**src/rtl/ms_uart_tx_sched.sv**
```systemverilog
// ---------------------------------------------------------------------------
// ms_uart_tx_sched
//
// APB master that brings up a single ms_uart_apb peripheral (PRESCALE, then
// CTRL) and afterwards shares the peripheral's TX FIFO between NREQ byte
// requesters. Requesters are granted round-robin. For every granted byte the
// sticky TX-full flag is cleared through ICR, one idle bus cycle is left so
// the flag can re-assert, RIS is read back, and the byte is written to DATA
// only once the flag reads clear.
//
// Ports
//   PCLK, PRESET         clock, asynchronous active-high reset
//   req_valid[NREQ]      per-requester byte valid (held until req_ready)
//   req_data[8*NREQ]     byte of requester i in bits [8i+7:8i]
//   req_ready[NREQ]      one-hot pulse in the cycle the DATA write completes
//   init_done            high once bring-up has finished, until reset
//   PSEL/PENABLE/PWRITE  APB master controls
//   PADDR, PWDATA        APB address / write data (upper 16 address bits 0)
//   PRDATA, PREADY       APB read data / ready (wait states honoured)
// ---------------------------------------------------------------------------
module ms_uart_tx_sched #(
    parameter int unsigned NREQ     = 4,
    parameter logic [15:0] PRESCALE = 16'd0,
    parameter logic [31:0] CTRL_VAL = 32'h7
) (
    input  logic              PCLK,
    input  logic              PRESET,
    input  logic [NREQ-1:0]   req_valid,
    input  logic [8*NREQ-1:0] req_data,
    output logic [NREQ-1:0]   req_ready,
    output logic              init_done,
    output logic              PSEL,
    output logic              PENABLE,
    output logic              PWRITE,
    output logic [31:0]       PADDR,
    output logic [31:0]       PWDATA,
    input  logic [31:0]       PRDATA,
    input  logic              PREADY
);

    localparam int unsigned IDXW = (NREQ > 1) ? $clog2(NREQ) : 1;

    localparam logic [15:0] ADDR_DATA     = 16'h0000;
    localparam logic [15:0] ADDR_PRESCALE = 16'h0004;
    localparam logic [15:0] ADDR_CTRL     = 16'h0100;
    localparam logic [15:0] ADDR_RIS      = 16'h0200;
    localparam logic [15:0] ADDR_ICR      = 16'h020C;

    typedef enum logic [2:0] {
        S_INIT_PS,
        S_INIT_CTRL,
        S_IDLE,
        S_CLR,
        S_GAP,
        S_POLL,
        S_WR
    } state_t;

    state_t          state_q, state_d;
    logic            access_q, access_d;       // 0: setup phase, 1: access phase
    logic            run_q;                    // low from reset until the first edge
    logic            init_done_q, init_done_d;
    logic [IDXW-1:0] ptr_q, ptr_d;             // last requester served
    logic [IDXW-1:0] grant_q, grant_d;
    logic [7:0]      byte_q, byte_d;

    // Only RIS[0] (sticky TX-full) is of interest in read data.
    logic unused_prdata;
    assign unused_prdata = ^PRDATA[31:1];

    // -----------------------------------------------------------------------
    // Requester byte lanes
    // -----------------------------------------------------------------------
    logic [7:0] req_byte [NREQ];

    always_comb begin
        for (int i = 0; i < NREQ; i++) begin
            req_byte[i] = req_data[8*i +: 8];
        end
    end

    // -----------------------------------------------------------------------
    // Round-robin search: first valid index starting at ptr+1, wrapping.
    // ptr < NREQ, so ptr+k never exceeds 2*NREQ-1 and one wrap is enough.
    // -----------------------------------------------------------------------
    logic            gnt_any;
    logic [IDXW-1:0] gnt_idx;
    int unsigned     cand_sum;
    logic [IDXW-1:0] cand;

    always_comb begin
        gnt_any  = 1'b0;
        gnt_idx  = '0;
        cand_sum = 0;
        cand     = '0;
        for (int unsigned k = 1; k <= NREQ; k++) begin
            cand_sum = 32'(ptr_q) + k;
            if (cand_sum >= NREQ) begin
                cand_sum = cand_sum - NREQ;
            end
            cand = IDXW'(cand_sum);
            if (!gnt_any && req_valid[cand]) begin
                gnt_any = 1'b1;
                gnt_idx = cand;
            end
        end
    end

    // -----------------------------------------------------------------------
    // State register
    // -----------------------------------------------------------------------
    always_ff @(posedge PCLK or posedge PRESET) begin
        if (PRESET) begin
            state_q     <= S_INIT_PS;
            access_q    <= 1'b0;
            run_q       <= 1'b0;
            init_done_q <= 1'b0;
            ptr_q       <= IDXW'(NREQ - 1);
            grant_q     <= '0;
        end else begin
            state_q     <= state_d;
            access_q    <= access_d;
            run_q       <= 1'b1;
            init_done_q <= init_done_d;
            ptr_q       <= ptr_d;
            grant_q     <= grant_d;
        end
    end

    // The latched byte is pure data; it is always loaded before it is used.
    always_ff @(posedge PCLK) begin
        byte_q <= byte_d;
    end

    // -----------------------------------------------------------------------
    // Next-state logic
    // -----------------------------------------------------------------------
    always_comb begin
        state_d     = state_q;
        access_d    = access_q;
        init_done_d = init_done_q;
        ptr_d       = ptr_q;
        grant_d     = grant_q;
        byte_d      = byte_q;

        // The cycle after reset release is spent with the bus quiet; the
        // first transfer's setup phase starts on the first edge.
        if (run_q) begin
            case (state_q)
                S_IDLE: begin
                    if (gnt_any) begin
                        grant_d = gnt_idx;
                        byte_d  = req_byte[gnt_idx];
                        state_d = S_CLR;
                    end
                end

                // Bus idle for one cycle so RIS[0] can re-assert if the
                // FIFO is still full after the clear.
                S_GAP: begin
                    state_d = S_POLL;
                end

                default: begin
                    // Every other state is a single APB transfer.
                    if (!access_q) begin
                        access_d = 1'b1;
                    end else if (PREADY) begin
                        access_d = 1'b0;
                        case (state_q)
                            S_INIT_PS: begin
                                state_d = S_INIT_CTRL;
                            end
                            S_INIT_CTRL: begin
                                state_d     = S_IDLE;
                                init_done_d = 1'b1;
                            end
                            S_CLR: begin
                                state_d = S_GAP;
                            end
                            S_POLL: begin
                                state_d = PRDATA[0] ? S_CLR : S_WR;
                            end
                            S_WR: begin
                                state_d = S_IDLE;
                                ptr_d   = grant_q;
                            end
                            default: begin
                                state_d = S_INIT_PS;
                            end
                        endcase
                    end
                end
            endcase
        end
    end

    // -----------------------------------------------------------------------
    // Bus and handshake outputs, decoded from the registered state so they
    // drop to zero the moment reset is asserted.
    // -----------------------------------------------------------------------
    always_comb begin
        PSEL      = 1'b0;
        PENABLE   = 1'b0;
        PWRITE    = 1'b0;
        PADDR     = 32'h0;
        PWDATA    = 32'h0;
        req_ready = '0;

        if (run_q) begin
            case (state_q)
                S_INIT_PS: begin
                    PSEL   = 1'b1;
                    PWRITE = 1'b1;
                    PADDR  = {16'h0, ADDR_PRESCALE};
                    PWDATA = {16'h0, PRESCALE};
                end
                S_INIT_CTRL: begin
                    PSEL   = 1'b1;
                    PWRITE = 1'b1;
                    PADDR  = {16'h0, ADDR_CTRL};
                    PWDATA = CTRL_VAL;
                end
                S_CLR: begin
                    PSEL   = 1'b1;
                    PWRITE = 1'b1;
                    PADDR  = {16'h0, ADDR_ICR};
                    PWDATA = 32'h1;
                end
                S_POLL: begin
                    PSEL   = 1'b1;
                    PADDR  = {16'h0, ADDR_RIS};
                end
                S_WR: begin
                    PSEL   = 1'b1;
                    PWRITE = 1'b1;
                    PADDR  = {16'h0, ADDR_DATA};
                    PWDATA = {24'h0, byte_q};
                    if (access_q && PREADY) begin
                        req_ready[grant_q] = 1'b1;
                    end
                end
                default: begin
                end
            endcase
            PENABLE = PSEL && access_q;
        end
    end

    assign init_done = init_done_q;

endmodule
```
**config.mk**
```make
export PLATFORM = sky130hd
export DESIGN_NAME = ms_uart_tx_sched
export DESIGN_NICKNAME = d
export VERILOG_FILES = /design/src/rtl/ms_uart_tx_sched.sv
export SDC_FILE = /design/constraint.sdc
export NUM_CORES = 1
export LEC_CHECK = 0
export CAP_MARGIN = 25
export CORE_ASPECT_RATIO = 1.4
export CORE_MARGIN = 1
export CORE_UTILIZATION = 32
export CTS_BUF_LIST = sky130_fd_sc_hd__clkbuf_4
export DETAILED_ROUTE_END_ITERATION = 6
export MAX_ROUTING_LAYER = met4
export PLACE_DENSITY_LB_ADDON = 0.05
export SLEW_MARGIN = 5
export SYNTH_ARGS = -nofsm -noshare
export SYNTH_HDL_FRONTEND = slang
export SYNTH_SLANG_ARGS = --single-unit
export TNS_END_PERCENT = 5
```
**constraint.sdc**
```tcl
create_clock -name PCLK -period 2.55 [get_ports PCLK]
set_input_delay 0.255 -clock PCLK [delete_from_list [all_inputs] [get_ports PCLK]]
set_output_delay 0.255 -clock PCLK [all_outputs]
set_load 0.01 [all_outputs]
```
==> key figures, run 1 <==
Status
  – Status: finished, final reports clean

Worst setup path
  – Max Fanout on Critical Path: 5
  – Crit path to: req_ready[0]
  – Register-to-register path setup slack: 0.49 ns
  – Critical path depth: 5
  – Critical path start-end classification: reg2out
  – Top delay family on crit path: simple AND/OR/NAND/NOR gates
  – CP max stage delay: 0.56 ns
  – Worst reg-to-reg path cell count: 5
  – Nature of the critical path endpoint: output port
  – Worst reg2reg path endpoint: byte_q[3]$_DFFE_PP_
  – Reg2Reg Launch Point: ptr_q[0]$_DFFE_PP1P_
  – Slowest stage cell on the critical path: sky130_fd_sc_hd__clkdlybuf4s50_1
  – Buffers & Inverters on Critical Path: 1
  – Launching instance or port of the critical path: state_q[0]$_DFFE_PP0P_
  – Cells along the critical path: and2b_1 > and3_1 > nand3_2 > nor3_1 > clkdlybuf4s50_1
  – Startpoint type of the worst setup path: register
  – Arrival time reported for the critical path endpoint: 2.12 ns
  – Req. time, crit path: 2.30 ns

Logic synthesis
  – Most frequent cell after synthesis: sky130_fd_sc_hd__buf_4
  – EDFF count, synth: 8
  – Number of register bits inferred by synthesis: 18
  – Mapped Avg Cell Area: 8.20 um^2
  – Share of flip-flops with an asynchronous set or reset: 0.556
  – Dominant cell type by area after synthesis: sky130_fd_sc_hd__buf_4
  – Sequential element share of the synthesized area: 0.305
  – Flip-flop cell with the highest count after synthesis: sky130_fd_sc_hd__edfxtp_1
  – Yosys warning total: 0
  – Fraction of synthesized cell area taken by the top area cell type: 0.246
  – Distinct cell type count of the synthesized netlist: 40
  – Number of cells produced by synthesis: 197
  – Area contributors post-synth: sky130_fd_sc_hd__buf_4 25%, sky130_fd_sc_hd__edfxtp_1 15%, sky130_fd_sc_hd__dfrtp_1 12%
  – Synthesized cell area: 1620 um^2
  – Commonest cells in the netlist: 53 x sky130_fd_sc_hd__buf_4, 34 x sky130_fd_sc_hd__nand2_1, 10 x sky130_fd_sc_hd__a21oi_1

Placement
  – I/O Buffers: 59
  – Placer congestion estimate: 0.762
  – Placed Instance Area: 2060 um^2
  – Sum of net half-perimeters after detailed placement: 2830 um

CTS
  – Maximum count of clock buffers along a single path: 2
  – H-tree depth: 1
  – Post-CTS Setup Repair Bufs: 0
  – Cell chosen for the clock root: sky130_fd_sc_hd__clkbuf_4
  – Number of buffers added by the clock tree synthesis step: 3
  – Clock tree from TritonCTS: built
  – Clock network latency to the later pin of the worst-skew pair: 0.29 ns
  – Clock tree sinks: 18
  – Clock-pin slew on the worst setup and hold paths: 0.11 ns

Route
  – Total wire length: 3540 um
  – Number of DRC markers after the initial detailed-route iteration: 52
  – Routed length per placed instance: 11.1 um
  – DR DRC count: 0
  – Number of detailed-routing iterations run before antenna repair: 4
  – Number of routed nets with antenna violations: 0
  – Via Count: 1,347
  – Vias per cell: 4.24

Cells and area
  – Antenna cell count: 0
  – Final nets: 326
  – Ratio of cells with drive above 1 in the final layout: 0.0669
  – Layout Area Growth over Synthesis: 29.8%
  – Post-route cell area: 2100 um^2

Power and ir drop
  – Worst vdd ir: 0.231 mV
  – Internal Pwr Total: 900 uW
  – Total power per unit cell area: 725 nW/um^2
  – Power spent charging and discharging nets: 621 uW
  – Clk pwr share: 0.098
  – Leakage power: 0.000904 uW
  – Proportion of power drawn by combinational gates: 0.567
  – Fraction of power consumed by sequential logic: 0.335
  – Sw frac: 0.408

Timing
  – Final critical delay including setup and external delays: 2.37 ns
  – Setup violations, final: 0
  – Final hold vios: 0
  – Total negative slack for setup checks: 0 ns
  – Worst relative slew slack: 0.638
  – Fin. max-slew vios: 0
  – RSZ-0062 raised after global routing: no
  – Part of the cycle the worst path needs: 0.930
  – Maximum clock frequency: 422 MHz
  – Transition time at the pin with the least slew margin: 0.543 ns
  – Clock skew after layout: 0.00226 ns

Die
  – Die Y-Extent: 86.1 um
  – Die Footprint: 5340 um^2
  – Core box area: 4840 um^2
  – Standard-cell row count: 30
  – Chip width: 62.0 um
  – Boundary Pins: 143
  – Initial core utilization: 0.334

Global routing
  – Via count of the first global-routing pass: 1,129
  – GR Overflow Total: 0
  – Met2 Usage GRT: 0.238
  – Met1 demand-to-capacity share in global routing: 0.153
  – Wire length of the first global-routing pass: 5290 um
  – Global-route total usage across every layer: 0.138
  – Initial antenna violation count: 0
  – Highest-utilization routing layer at the global route stage: met2
  – Largest net degree at the start of global routing: 18
  – Met3 track demand over resource in global routing: 0.0196

Worst hold path
  – Worst hold path class: in2async

Job
  – Number of max-capacitance violations reported: 0
[sequential cells by signal, summed over array words and instances (netlist names)]
| name | cells |
|---|---|
| grant_q | 2 |
| init_done | 1 |
| access_q | 1 |
| byte_q | 8 |
| run_q | 1 |
| state_q | 3 |
| ptr_q | 2 |
[layout make-up]
type / count / area, um^2
fill: 512 / 2750
multi-input combinational: 166 / 866
timing repair buffer: 63 / 621
sequential: 18 / 493
tap: 64 / 80.1
clock buffer: 3 / 22.5
inverter: 3 / 11.3
clock inverter: 1 / 3.75
[through the flow]
step           total power (uW)   util  setup WS (ns)  instances  hold WS (ns)
2_1_floorplan              1130      -          0.716        248        0.0937
3_5_place_dp               1380  0.426          0.209        314         0.456
4_1_cts                    1530  0.431          0.123        318         0.248
3_3_place_gp               1380  0.426          0.182        314         0.452
6_report                   1520  0.433          0.179        318         0.234
5_1_grt                    1650  0.433         0.0245        318         0.278
[power by group through the flow]
stage,logic (uW),clock network (uW),registers (uW)
after floorplan,649,0,480
after global placement,867,0,515
after global routing,959,167,528
final,862,149,510
after CTS,866,153,509
after detailed placement,863,0,515
[layout by cell type (no fill, tap or decap), types with 2 or more instances in the layout]
cell and count:
sky130_fd_sc_hd__and2_1 7, sky130_fd_sc_hd__dfstp_2 2, sky130_fd_sc_hd__a21oi_1 10, sky130_fd_sc_hd__clkdlybuf4s50_1 59, sky130_fd_sc_hd__a32oi_1 8, sky130_fd_sc_hd__conb_1 53
sky130_fd_sc_hd__dfrtp_1 8, sky130_fd_sc_hd__nand2b_1 3, sky130_fd_sc_hd__nor3_1 2, sky130_fd_sc_hd__nor2_1 8, sky130_fd_sc_hd__nand3_1 3, sky130_fd_sc_hd__xnor2_1 3
sky130_fd_sc_hd__a21o_1 3, sky130_fd_sc_hd__buf_4 4, sky130_fd_sc_hd__nand2_1 34, sky130_fd_sc_hd__inv_1 3, sky130_fd_sc_hd__edfxtp_1 8, sky130_fd_sc_hd__clkbuf_4 3
sky130_fd_sc_hd__nor2b_1 3, sky130_fd_sc_hd__o21ai_0 8
[worst reg2reg max path: cells and delay by family, from the launching register on]
kind | cells | cell delay, ns
compound gates | 2 | 0.35
flops | 1 | 0.59
simple gates | 3 | 0.83
[worst min path at each step]
| stage | end | slack [ns] | depth (start not counted) |
|---|---|---|---|
| final | state_q[2]$_DFFE_PP0P_ | 0.23 | 2 |
| after global routing | state_q[2]$_DFFE_PP0P_ | 0.28 | 2 |
| after CTS | state_q[2]$_DFFE_PP0P_ | 0.25 | 2 |
| after detailed placement | init_done$_DFFE_PP0P_ | 0.46 | 1 |
| after global placement | init_done$_DFFE_PP0P_ | 0.45 | 1 |
| after floorplan | access_q$_DFFE_PP0P_ | 0.09 | 1 |
[kinds of logic (layout without fill, tap and decap cells)]
group                  after synthesis  after routing  synth area share
multiplexers                         1              1           0.00697
flip-flops                          18             18             0.305
AND/OR/NAND/NOR                     72             72             0.224
buffers and inverters               64             70             0.283
other                                2             53           0.00465
AO/OA/AOI/OAI                       37             37             0.160
XOR/XNOR                             3              3            0.0163
[metal layers]
layer / part of all wire / wire length, um / vias to the layer above
met2: 0.54 / 1900 / 61
met1: 0.39 / 1380 / 609
met3: 0.057 / 201 / 4
met5: 0 / 0 / -
li1: - / - / 673
met4: 0.014 / 51 / 0
[timing repair]
action | 4_1_cts | 5_1_grt
endpoints found under the setup margin | 0 | 2
resized for setup | 0 | 2
endpoints found under the hold margin | 0 | 0
hold buffers | 0 | 0
Note: power is estimated with default switching activity, not from simulation.
==> run 2, diff against run 1 <==
--- a/config.mk
+++ b/config.mk
@@ -6,11 +6,11 @@
 export NUM_CORES = 1
 export LEC_CHECK = 0
 export CAP_MARGIN = 25
-export CORE_ASPECT_RATIO = 1.4
-export CORE_MARGIN = 1
-export CORE_UTILIZATION = 32
+export CORE_AREA = 2 2 55 57
 export CTS_BUF_LIST = sky130_fd_sc_hd__clkbuf_4
 export DETAILED_ROUTE_END_ITERATION = 6
+export DIE_AREA = 0 0 57 59
+export DONT_BUFFER_PORTS = 1
 export MAX_ROUTING_LAYER = met4
 export PLACE_DENSITY_LB_ADDON = 0.05
 export SLEW_MARGIN = 5
==> run 2 against run 1 <==
Global-route usage up 3.4 points. Clock skew up 0.0037 ns. Sequential power up 7.6%. Combinational power down 33%. Maximum frequency up 4.0%. Cell count down 30%. Critical path type unchanged. Largest cell class unchanged.
==> key figures, run 2 (synthesis gave the netlist of run 1 again) <==
Power and ir drop
  – Clk pwr share: 0.112 (was 0.098)
  – Total power per unit cell area: 882 nW/um^2 (was 725 nW/um^2)
  – Worst vdd ir: 0.498 mV (was 0.231 mV)
  – Internal Pwr Total: 700 uW (was 900 uW)
  – Leakage power: 0.000662 uW (was 0.000904 uW)
  – Fraction of power consumed by sequential logic: 0.434 (was 0.335)
  – Power spent charging and discharging nets: 566 uW (was 621 uW)
  – Proportion of power drawn by combinational gates: 0.454 (was 0.567)
  – Sw frac: 0.447 (was 0.408)

CTS
  – Clock tree sinks: 18 (unchanged)
  – Clock-pin slew on the worst setup and hold paths: 0.10 ns (was 0.11 ns)
  – Hold buffer count at cts: 1 (was 0)
  – Cell chosen for the clock root: sky130_fd_sc_hd__clkbuf_4 (unchanged)
  – Cells resized by post-CTS repair: 0 (unchanged)
  – Clock network latency to the later pin of the worst-skew pair: 0.29 ns (about the same)
  – Maximum count of clock buffers along a single path: 2 (unchanged)
  – Number of buffers added by the clock tree synthesis step: 3 (unchanged)
  – Post-CTS Setup Repair Bufs: 0 (unchanged)
  – Clock tree from TritonCTS: built (unchanged)
  – H-tree depth: 1 (unchanged)

Cells and area
  – Most common cell after layout, fill and taps aside: sky130_fd_sc_hd__conb_1 (was sky130_fd_sc_hd__clkdlybuf4s50_1)
  – Leading cell types in the layout, fill and taps excluded: 53 x sky130_fd_sc_hd__conb_1, 34 x sky130_fd_sc_hd__nand2_1, 10 x sky130_fd_sc_hd__a21oi_1 (was 59 x sky130_fd_sc_hd__clkdlybuf4s50_1, 53 x sky130_fd_sc_hd__conb_1, 34 x sky130_fd_sc_hd__nand2_1, 10 x sky130_fd_sc_hd__a21oi_1)
  – Largest registers: byte_q (8), state_q (3) (unchanged)
  – Ratio of cells with drive above 1 in the final layout: 0.0573 (was 0.0669)
  – Antenna cell count: 0 (unchanged)
  – Filler-free cell count of the finished design: 223 (was 318)
  – Fillers: 269 (was 512)
  – Post-route cell area: 1440 um^2 (was 2100 um^2)
  – Flip-flop count of the largest register, all copies and words added: 8 (unchanged)
  – Biggest register: byte_q (unchanged)
  – Layout Area Growth over Synthesis: -11.2% (was 29.8%)
  – Final nets: 264 (was 326)

Route
  – Number of detailed-routing iterations run before antenna repair: 4 (unchanged)
  – DR DRC count: 0 (unchanged)
  – Number of DRC markers after the initial detailed-route iteration: 32 (was 52)
  – Routed length per placed instance: 13.1 um (was 11.1 um)
  – Via Count: 1,139 (was 1,347)
  – Total wire length: 2920 um (was 3540 um)
  – Vias per cell: 5.11 (was 4.24)
  – Number of routed nets with antenna violations: 0 (unchanged)

Timing
  – Final critical delay including setup and external delays: 2.28 ns (was 2.37 ns)
  – Maximum clock frequency: 439 MHz (was 422 MHz)
  – Post-layout worst setup margin: 0.271 ns (was 0.179 ns)
  – Clock skew after layout: 0.00594 ns (was 0.00226 ns)
  – Transition time at the pin with the least slew margin: 0.558 ns (was 0.543 ns)
  – Part of the cycle the worst path needs: 0.894 (was 0.930)
  – Total negative slack for setup checks: 0 ns (unchanged)
  – Worst relative slew slack: 0.626 (was 0.638)
  – RSZ-0062 raised after global routing: no (unchanged)
  – Fin. max-slew vios: 0 (unchanged)
  – Setup violations, final: 0 (unchanged)
  – Final hold vios: 0 (unchanged)

Global routing
  – Met2 Usage GRT: 0.261 (was 0.238)
  – Largest net degree at the start of global routing: 18 (unchanged)
  – Wire length of the first global-routing pass: 4290 um (was 5290 um)
  – Highest-utilization routing layer at the global route stage: met2 (unchanged)
  – Global-route total usage across every layer: 0.172 (was 0.138)
  – GR Overflow Total: 0 (unchanged)
  – Initial antenna violation count: 0 (unchanged)
  – Via count of the first global-routing pass: 942 (was 1,129)
  – Met1 demand-to-capacity share in global routing: 0.235 (was 0.153)
  – Met3 track demand over resource in global routing: 0.0153 (was 0.0196)

Placement
  – Setup Slack @ Placement: 0.553 ns (was 0.209 ns)
  – Placer congestion estimate: 0.826 (was 0.762)
  – Sum of net half-perimeters after detailed placement: 2300 um (was 2830 um)
  – I/O Buffers: 0 (was 59)
  – Total instance count after detailed placement: 218 (was 314)
  – Placed Instance Area: 1400 um^2 (was 2060 um^2)

Worst setup path
  – Max Fanout on Critical Path: 12 (was 5)
  – Nature of the critical path endpoint: output port (unchanged)
  – Startpoint type of the worst setup path: register (unchanged)
  – Arrival time reported for the critical path endpoint: 2.02 ns (was 2.12 ns)
  – Critical path start-end classification: reg2out (unchanged)
  – Req. time, crit path: 2.30 ns (about the same)

Die
  – Chip width: 57 um (was 62.0 um)
  – Standard-cell row count: 19 (was 30)
  – Core box area: 2710 um^2 (was 4840 um^2)
  – Die Y-Extent: 59 um (was 86.1 um)
  – Die Footprint: 3360 um^2 (was 5340 um^2)
  – Boundary Pins: 143 (unchanged)
  – Initial core utilization: 0.596 (was 0.334)

Status
  – Status: finished, final reports clean (unchanged)

Worst hold path
  – Worst hold path class: in2reg (was in2async)

Job
  – Number of max-capacitance violations reported: 0 (unchanged)
## run 2: changes by cell type in the layout (fill, tap and decap cells not counted), sizes merged
cell,delta
buf,-4
clkdlybuf4s50,-59
dlygate4sd3,+1
## run 2: final cells by class
class	instances	area [um^2]	area share
flip-flops and latches	18	493	0.344
well taps	31	38.8	0.0270
clock buffers	3	22.5	0.0157
clock inverters	1	3.75	0.00262
multi-input cells	166	856	0.596
inverters	3	11.3	0.00785
repair buffers	1	10.0	0.00697
## run 2: power by group through the flow
stage                     logic [uW]  clock network (uW)  registers (uW)
after floorplan                  649                   0             480
after global placement           562                   0             548
after global routing             659                 160             567
final                            575                 142             549
after CTS                        579                 149             546
after detailed placement         575                   0             553
## run 2: layer usage
layer / wire length [um] / part of all wire
met2: 1430 / 0.49
met3: 275 / 0.094
met1: 1190 / 0.41
met4: 27 / 0.0092
met5: 0 / 0
## run 2: critical path, cell delays in order (launching register included)
cell,delay [ns]
sky130_fd_sc_hd__dfrtp_1,0.50
sky130_fd_sc_hd__and2b_1,0.34
sky130_fd_sc_hd__and3_1,0.35
sky130_fd_sc_hd__nand3_1,0.21
sky130_fd_sc_hd__nor3_1,0.33
## run 2: worst paths after layout
check	start	to	slack, ns	depth (start not counted)
worst max-delay path	state_q[0]$_DFFE_PP0P_	req_ready[0]	0.27	4
worst min-delay path	PREADY	init_done$_DFFE_PP0P_	0.12	1
worst max register to register	ptr_q[0]$_DFFE_PP1P_	byte_q[4]$_DFFE_PP_	0.52	5
worst min register to register	ptr_q[1]$_DFFE_PP1P_	ptr_q[1]$_DFFE_PP1P_	0.53	2
max in group asynchronous	PRESET	ptr_q[1]$_DFFE_PP1P_	1.87	2
min in group asynchronous	PRESET	grant_q[0]$_DFFE_PP0P_	0.37	2
## run 2: stage by stage
| step | utilization | total power, uW | hold WS, ns |
|---|---|---|---|
| 2_1_floorplan | - | 1130 | 0.0937 |
| 3_3_place_gp | 0.516 | 1110 | 0.143 |
| 3_5_place_dp | 0.516 | 1130 | 0.144 |
| 4_1_cts | 0.530 | 1270 | 0.105 |
| 5_1_grt | 0.530 | 1390 | 0.101 |
| 6_report | 0.530 | 1270 | 0.119 |
==> patch 1, RTL diff (config.mk and constraints of run 2) <==
Re-encode `state_t` (7 states) as one-hot, 7 bits wide.
--- a/src/rtl/ms_uart_tx_sched.sv
+++ b/src/rtl/ms_uart_tx_sched.sv
@@ -46,14 +46,14 @@
     localparam logic [15:0] ADDR_RIS      = 16'h0200;
     localparam logic [15:0] ADDR_ICR      = 16'h020C;
 
-    typedef enum logic [2:0] {
-        S_INIT_PS,
-        S_INIT_CTRL,
-        S_IDLE,
-        S_CLR,
-        S_GAP,
-        S_POLL,
-        S_WR
+    typedef enum logic [6:0] {
+        S_INIT_PS   = 7'b0000001,
+        S_INIT_CTRL = 7'b0000010,
+        S_IDLE      = 7'b0000100,
+        S_CLR       = 7'b0001000,
+        S_GAP       = 7'b0010000,
+        S_POLL      = 7'b0100000,
+        S_WR        = 7'b1000000
     } state_t;
 
     state_t          state_q, state_d;
Behaviour: same outputs for any inputs over 10 cycles, from zero or initial values and one cycle with PRESET high; not proved beyond that.
==> patch 1 against run 2 <==
Combinational power up 0.9%; critical path depth unchanged; sequential cell count increased by 4; design area grew 24%; setup slack worse by 0.17 ns; worst hold slack got worse by 0.019 ns; total power is 6.3% higher; first-iteration DRC count increased by 41%; routed wire length is 22% higher; area after synthesis is 20% higher.
==> patch 1: results (changes against run 2) <==
Setup path
  – Worst reg-to-reg path cell count: 3 (-2)
  – WP data arrival: 2.19 ns (+0.17 ns)
  – Worst path max stage delay: 0.52 ns (+0.02 ns)
  – Reg2reg setup slack: 0.59 ns (+0.07 ns)
  – Critical path fanouts, max: 8 (-4)
  – Origin of the critical flop-to-flop path: state_q[1]$_DFFE_PP0P_
  – FF-to-FF End: byte_q[5]$_DFFE_PP_

Synth
  – Synthesis warning total: 0 (unchanged)
  – Synth Area in XOR/XNOR: 1.35% (-0.27 points)
  – Register area share after synthesis: 30.6% (+0.087 points)
  – Post-synth cell types: 41 (+2.5%)
  – Ys async rst share: 63.6% (+8.1 points)
  – Most frequent cells after synthesis: buf_4 (54), mux2i_1 (26), nand2_1 (13), nor2_1 (13)
  – Mux cell area share after synthesis: 18.2% (+18 points)
  – Top FF cell, synth: dfrtp_1
  – Compound-Gate Fraction of Synth Area: 5.93% (-10 points)
  – Synth top area cells: buf_4 (21%), dfrtp_1 (14%), mux2i_1 (13%)

Min path
  – Worst hold endpoint: init_done$_DFFE_PP0P_
  – Hold path depth: 2 (+1)

Timing
  – Worst Tran Pin Value: 0.570 ns (+0.0119 ns)
  – Worst clock skew: 0.00306 ns (-0.00287 ns)
  – Final hold slack: 0.0999 ns (-0.0187 ns)

Job
  – Max_cap viols: 0 (unchanged)

Cells and area
  – Biggest regs: byte_q x8, state_q x7
  – Share of cells above drive strength 1: 11.2% (+5.5 points)
  – Fin nets: 277 (+4.9%)

Pwr
  – Peak VDD IR: 0.000651 V (+31%)
  – Pleak: 0.893 nW (+35%)

GRT
  – Vias in the first global route: 1221 (+30%)
  – First-pass GRT wire length: 5.44 mm (+27%)
  – GRT Total Usage: 21.9% (+4.7 points)

Place
  – Routability cong.: 0.841 (+1.8%)
  – Hpwl dp: 2.82 mm (+23%)

Clocking
  – Worst-path clk slew: 0.13 ns (+0.03 ns)
  – Worst-Skew Late Latency: 0.31 ns (+0.02 ns)

Outcome
  – Status: finished, final reports clean

Drt
  – Drt first-iter violations: 45 (+41%)
  – WL final: 3.58 mm (+22%)
  – Via density: 5.54 (+8.4%)
## patch 1: cell count changes in the layout (fill, tap and decap cells not counted), moves of 8 or more
cell            run 2  this run
a21oi_1            10         2
and3_1              1        10
a32oi_1             8         0
mux2i_1             0        26
nand2_1            34        13
inv_1               3        11
## patch 1: repair_timing
action | 4_1_cts | 5_1_grt
hold buffers | 1 | 0
hold endpoints to repair | 11 | 0
resized for setup | 0 | 0
## patch 1: cells by family (layout without fill, tap and decap cells)
family / count (synthesis) / after routing
compound gates: 16 / 16
xor+xnor: 3 / 3
buf+inv: 72 / 20
flops: 22 / 22
mux: 33 / 33
other cells: 2 / 53
simple gates: 58 / 58
## patch 1: layout make-up
type	instances	area, um2
sequential	22	594
multi-input combinational	163	1040
inverter	11	41.3
tap	31	38.8
fill	245	927
clock buffer	3	22.5
clock inverter	1	3.75
timing repair buffer	5	40.0
## patch 1: worst max-delay path, delay by kind of cell, from the launching register on
kind          cells  cell delay [ns]
simple gates      4             1.36
flops             1             0.52
## patch 1: worst max path at each step
| stage | from | endpoint | cells after the start |
|---|---|---|---|
| after floorplan | state_q[1]$_DFFE_PP0P_ | req_ready[2] | 6 |
| after global placement | state_q[1]$_DFFE_PP0P_ | req_ready[2] | 4 |
| after detailed placement | state_q[1]$_DFFE_PP0P_ | req_ready[2] | 4 |
| after CTS | state_q[1]$_DFFE_PP0P_ | req_ready[2] | 4 |
| after global routing | state_q[1]$_DFFE_PP0P_ | req_ready[2] | 4 |
| final | state_q[1]$_DFFE_PP0P_ | req_ready[2] | 4 |
## patch 1: report_power, final
| group | switching (mW) | total (mW) | internal [mW] |
|---|---|---|---|
| Sequential | 0.134 | 0.592 | 0.458 |
| Clock | 0.115 | 0.172 | 0.0573 |
| Combinational | 0.334 | 0.580 | 0.246 |
| Total | 0.583 | 1.34 | 0.761 |
## patch 1: routing by layer
metal	share of wire, %	vias up	GRT usage, %
li1	-	601	-
met1	37	612	23.8
met2	52	86	38.4
met3	8.9	8	3.93
met4	2.1	0	11.3
met5	0	-	-
## patch 1: per-stage QoR
step                      instances  setup slack (ns)
after global routing            236           0.00136
final                           236             0.104
after detailed placement        231             0.471
after CTS                       236            0.0913
after global placement          230             0.472
after floorplan                 257             0.732
==> patch 2, RTL diff (config.mk and constraints of run 2) <==
Without the edit above. Set the parameter `NREQ` to 2 (it was 4).
--- a/src/rtl/ms_uart_tx_sched.sv
+++ b/src/rtl/ms_uart_tx_sched.sv
@@ -19,7 +19,7 @@
 //   PRDATA, PREADY       APB read data / ready (wait states honoured)
 // ---------------------------------------------------------------------------
 module ms_uart_tx_sched #(
-    parameter int unsigned NREQ     = 4,
+    parameter int unsigned NREQ     = 2,
     parameter logic [15:0] PRESCALE = 16'd0,
     parameter logic [31:0] CTRL_VAL = 32'h7
 ) (
Interface: changed (resized req_data, req_ready and req_valid); port bits go from 143 to 123. No check against the original RTL was run, so the function may have changed too.
==> patch 2 against run 2 <==
Worst hold slack better by 0.0074 ns; largest power group is now registers; setup slack improved by 0.30 ns; critical path depth shrank 1; highest routed layer unchanged; via count fell by 33%; area after synthesis is 18% lower; total power shrank 22%; design area down 18%; sequential power fell by 15%; routed wire length is 29% lower; clock skew decreased by 0.0037 ns; sequential cell count down 2; first-iteration DRC count up 3.1%.
==> patch 2: results (changes against run 2) <==
Outcome
  – Status: finished, final reports clean

Min path
  – Worst hold endpoint: init_done$_DFFE_PP0P_
  – Hold crit path type: in -> reg

GRT
  – First-pass GRT wire length: 3.04 mm (-29%)
  – Vias in the first global route: 665 (-29%)
  – Pin count of the biggest net entering global routing: 15 (-3)
  – Met3 Track Usage GR: 4.37% (+2.8 points)
  – GRT Total Usage: 12.6% (-4.6 points)
  – Met2 global-route usage: 17.7% (-8.4 points)
  – Grt met1 use: 16.2% (-7.4 points)

Drt
  – Drt first-iter violations: 33 (+3.1%)
  – Via density: 4.58 (-10%)
  – WL final: 2.08 mm (-29%)

Clocking
  – Root buffer cell: clkbuf_4
  – Worst-Skew Late Latency: between 0.2 and 0.3 ns
  – Setup Buffers After CTS: 0 (unchanged)
  – Resized cells post-CTS: 0 (unchanged)
  – Clock buffer depth: 2 (unchanged)

Cells and area
  – Fin nets: 190 (-28%)
  – Share of cells above drive strength 1: 15.4% (+9.7 points)
  – ANT cells: 0 (unchanged)

Synth
  – Synthesis warning total: 0 (unchanged)
  – Register area share after synthesis: 33.3% (+2.8 points)
  – Synth top area cells: buf_4 (29%), edfxtp_1 (18%), dfrtp_1 (13%)
  – Most frequent cells after synthesis: buf_4 (52), mux2_2 (9), edfxtp_1 (8)
  – Top FF cell, synth: edfxtp_1
  – Ys async rst share: 50.0% (-5.6 points)
  – Post-synth cell types: 37 (-7.5%)

Timing
  – Worst clock skew: 0.00224 ns (-0.00370 ns)

Place
  – Routability cong.: 0.723 (-12%)
  – Hpwl dp: 1.64 mm (-29%)
  – Placed Area: 1130 um2 (-19%)

Setup path
  – Worst reg-to-reg path cell count: 3 (-2)
  – FF-to-FF End: init_done$_DFFE_PP0P_
  – Origin of the critical flop-to-flop path: state_q[2]$_DFFE_PP0P_
  – WP data arrival: 1.73 ns (-0.29 ns)
  – Reg2reg setup slack: 1.02 ns (+0.50 ns)

Pwr
  – Pint: 0.581 mW (-17%)
  – Pleak: 0.557 nW (-16%)
  – Peak VDD IR: 0.000417 V (-16%)
patch 2: per-stage QoR:
step / hold WS, ns / worst slack (ns) / std cells
CTS: 0.114 / 0.526 / 167
global placement: 0.120 / 0.861 / 162
detailed placement: 0.122 / 0.850 / 162
floorplan: 0.0699 / 0.949 / 188
finish: 0.126 / 0.566 / 167
global route: 0.115 / 0.357 / 167
patch 2: worst max-delay path by stage:
stage | from | end | slack [ns]
2_1_floorplan | state_q[2]$_DFFE_PP0P_ | byte_q[0]$_DFFE_PP_ | 0.95
3_3_place_gp | state_q[0]$_DFFE_PP0P_ | PWDATA[2] | 0.86
3_5_place_dp | state_q[2]$_DFFE_PP0P_ | PWDATA[2] | 0.85
4_1_cts | state_q[0]$_DFFE_PP0P_ | PWDATA[2] | 0.53
5_1_grt | state_q[0]$_DFFE_PP0P_ | PWDATA[2] | 0.36
6_report | state_q[2]$_DFFE_PP0P_ | PWDATA[2] | 0.57
patch 2: area by class of cell:
| cell class | count | area [um2] |
|---|---|---|
| Multi-Input combinational cell | 111 | 632 |
| Tap cell | 31 | 38.8 |
| Timing Repair Buffer | 2 | 17.5 |
| Clock buffer | 4 | 30.0 |
| Sequential cell | 16 | 442 |
| Fill cell | 287 | 1540 |
| Inverter | 3 | 11.3 |
patch 2: kinds of logic (layout without fill, tap and decap cells):
kind of cell / count (synthesis) / after routing / synth area share (%)
multiplexers: 9 / 9 / 7.65
AND/OR/NAND/NOR: 29 / 29 / 13.6
AO/OA/AOI/OAI: 17 / 17 / 9.44
XOR/XNOR: 3 / 3 / 1.98
flip-flops: 16 / 16 / 33.3
other: 2 / 53 / 0.567
buffers and inverters: 61 / 9 / 33.4
patch 2: repair_timing:
action | 4_1_cts | 5_1_grt
hold endpoints to repair | 7 | 0
endpoints found under the setup margin | 0 | 0
hold buffers | 1 | 0
patch 2: power groups by stage:
stage / sequential (mW) / combinational [mW] / clock (mW)
final: 0.467 / 0.371 / 0.145
after global placement: 0.471 / 0.366 / 0
after global routing: 0.487 / 0.420 / 0.162
after detailed placement: 0.474 / 0.374 / 0
after CTS: 0.468 / 0.377 / 0.155
after floorplan: 0.388 / 0.483 / 0
patch 2: layer usage:
layer  up-vias  wire length [um]
met5         -                 0
met4         0                43
met3         5               217
met2        52               982
met1       353               839
li1        355                 -
patch 2: critical path, cell delays in order, from the launching register on:
cell      delay, ns
dfrtp_1        0.51
nand2b_1       0.27
nor3b_2        0.48
a21o_1         0.19
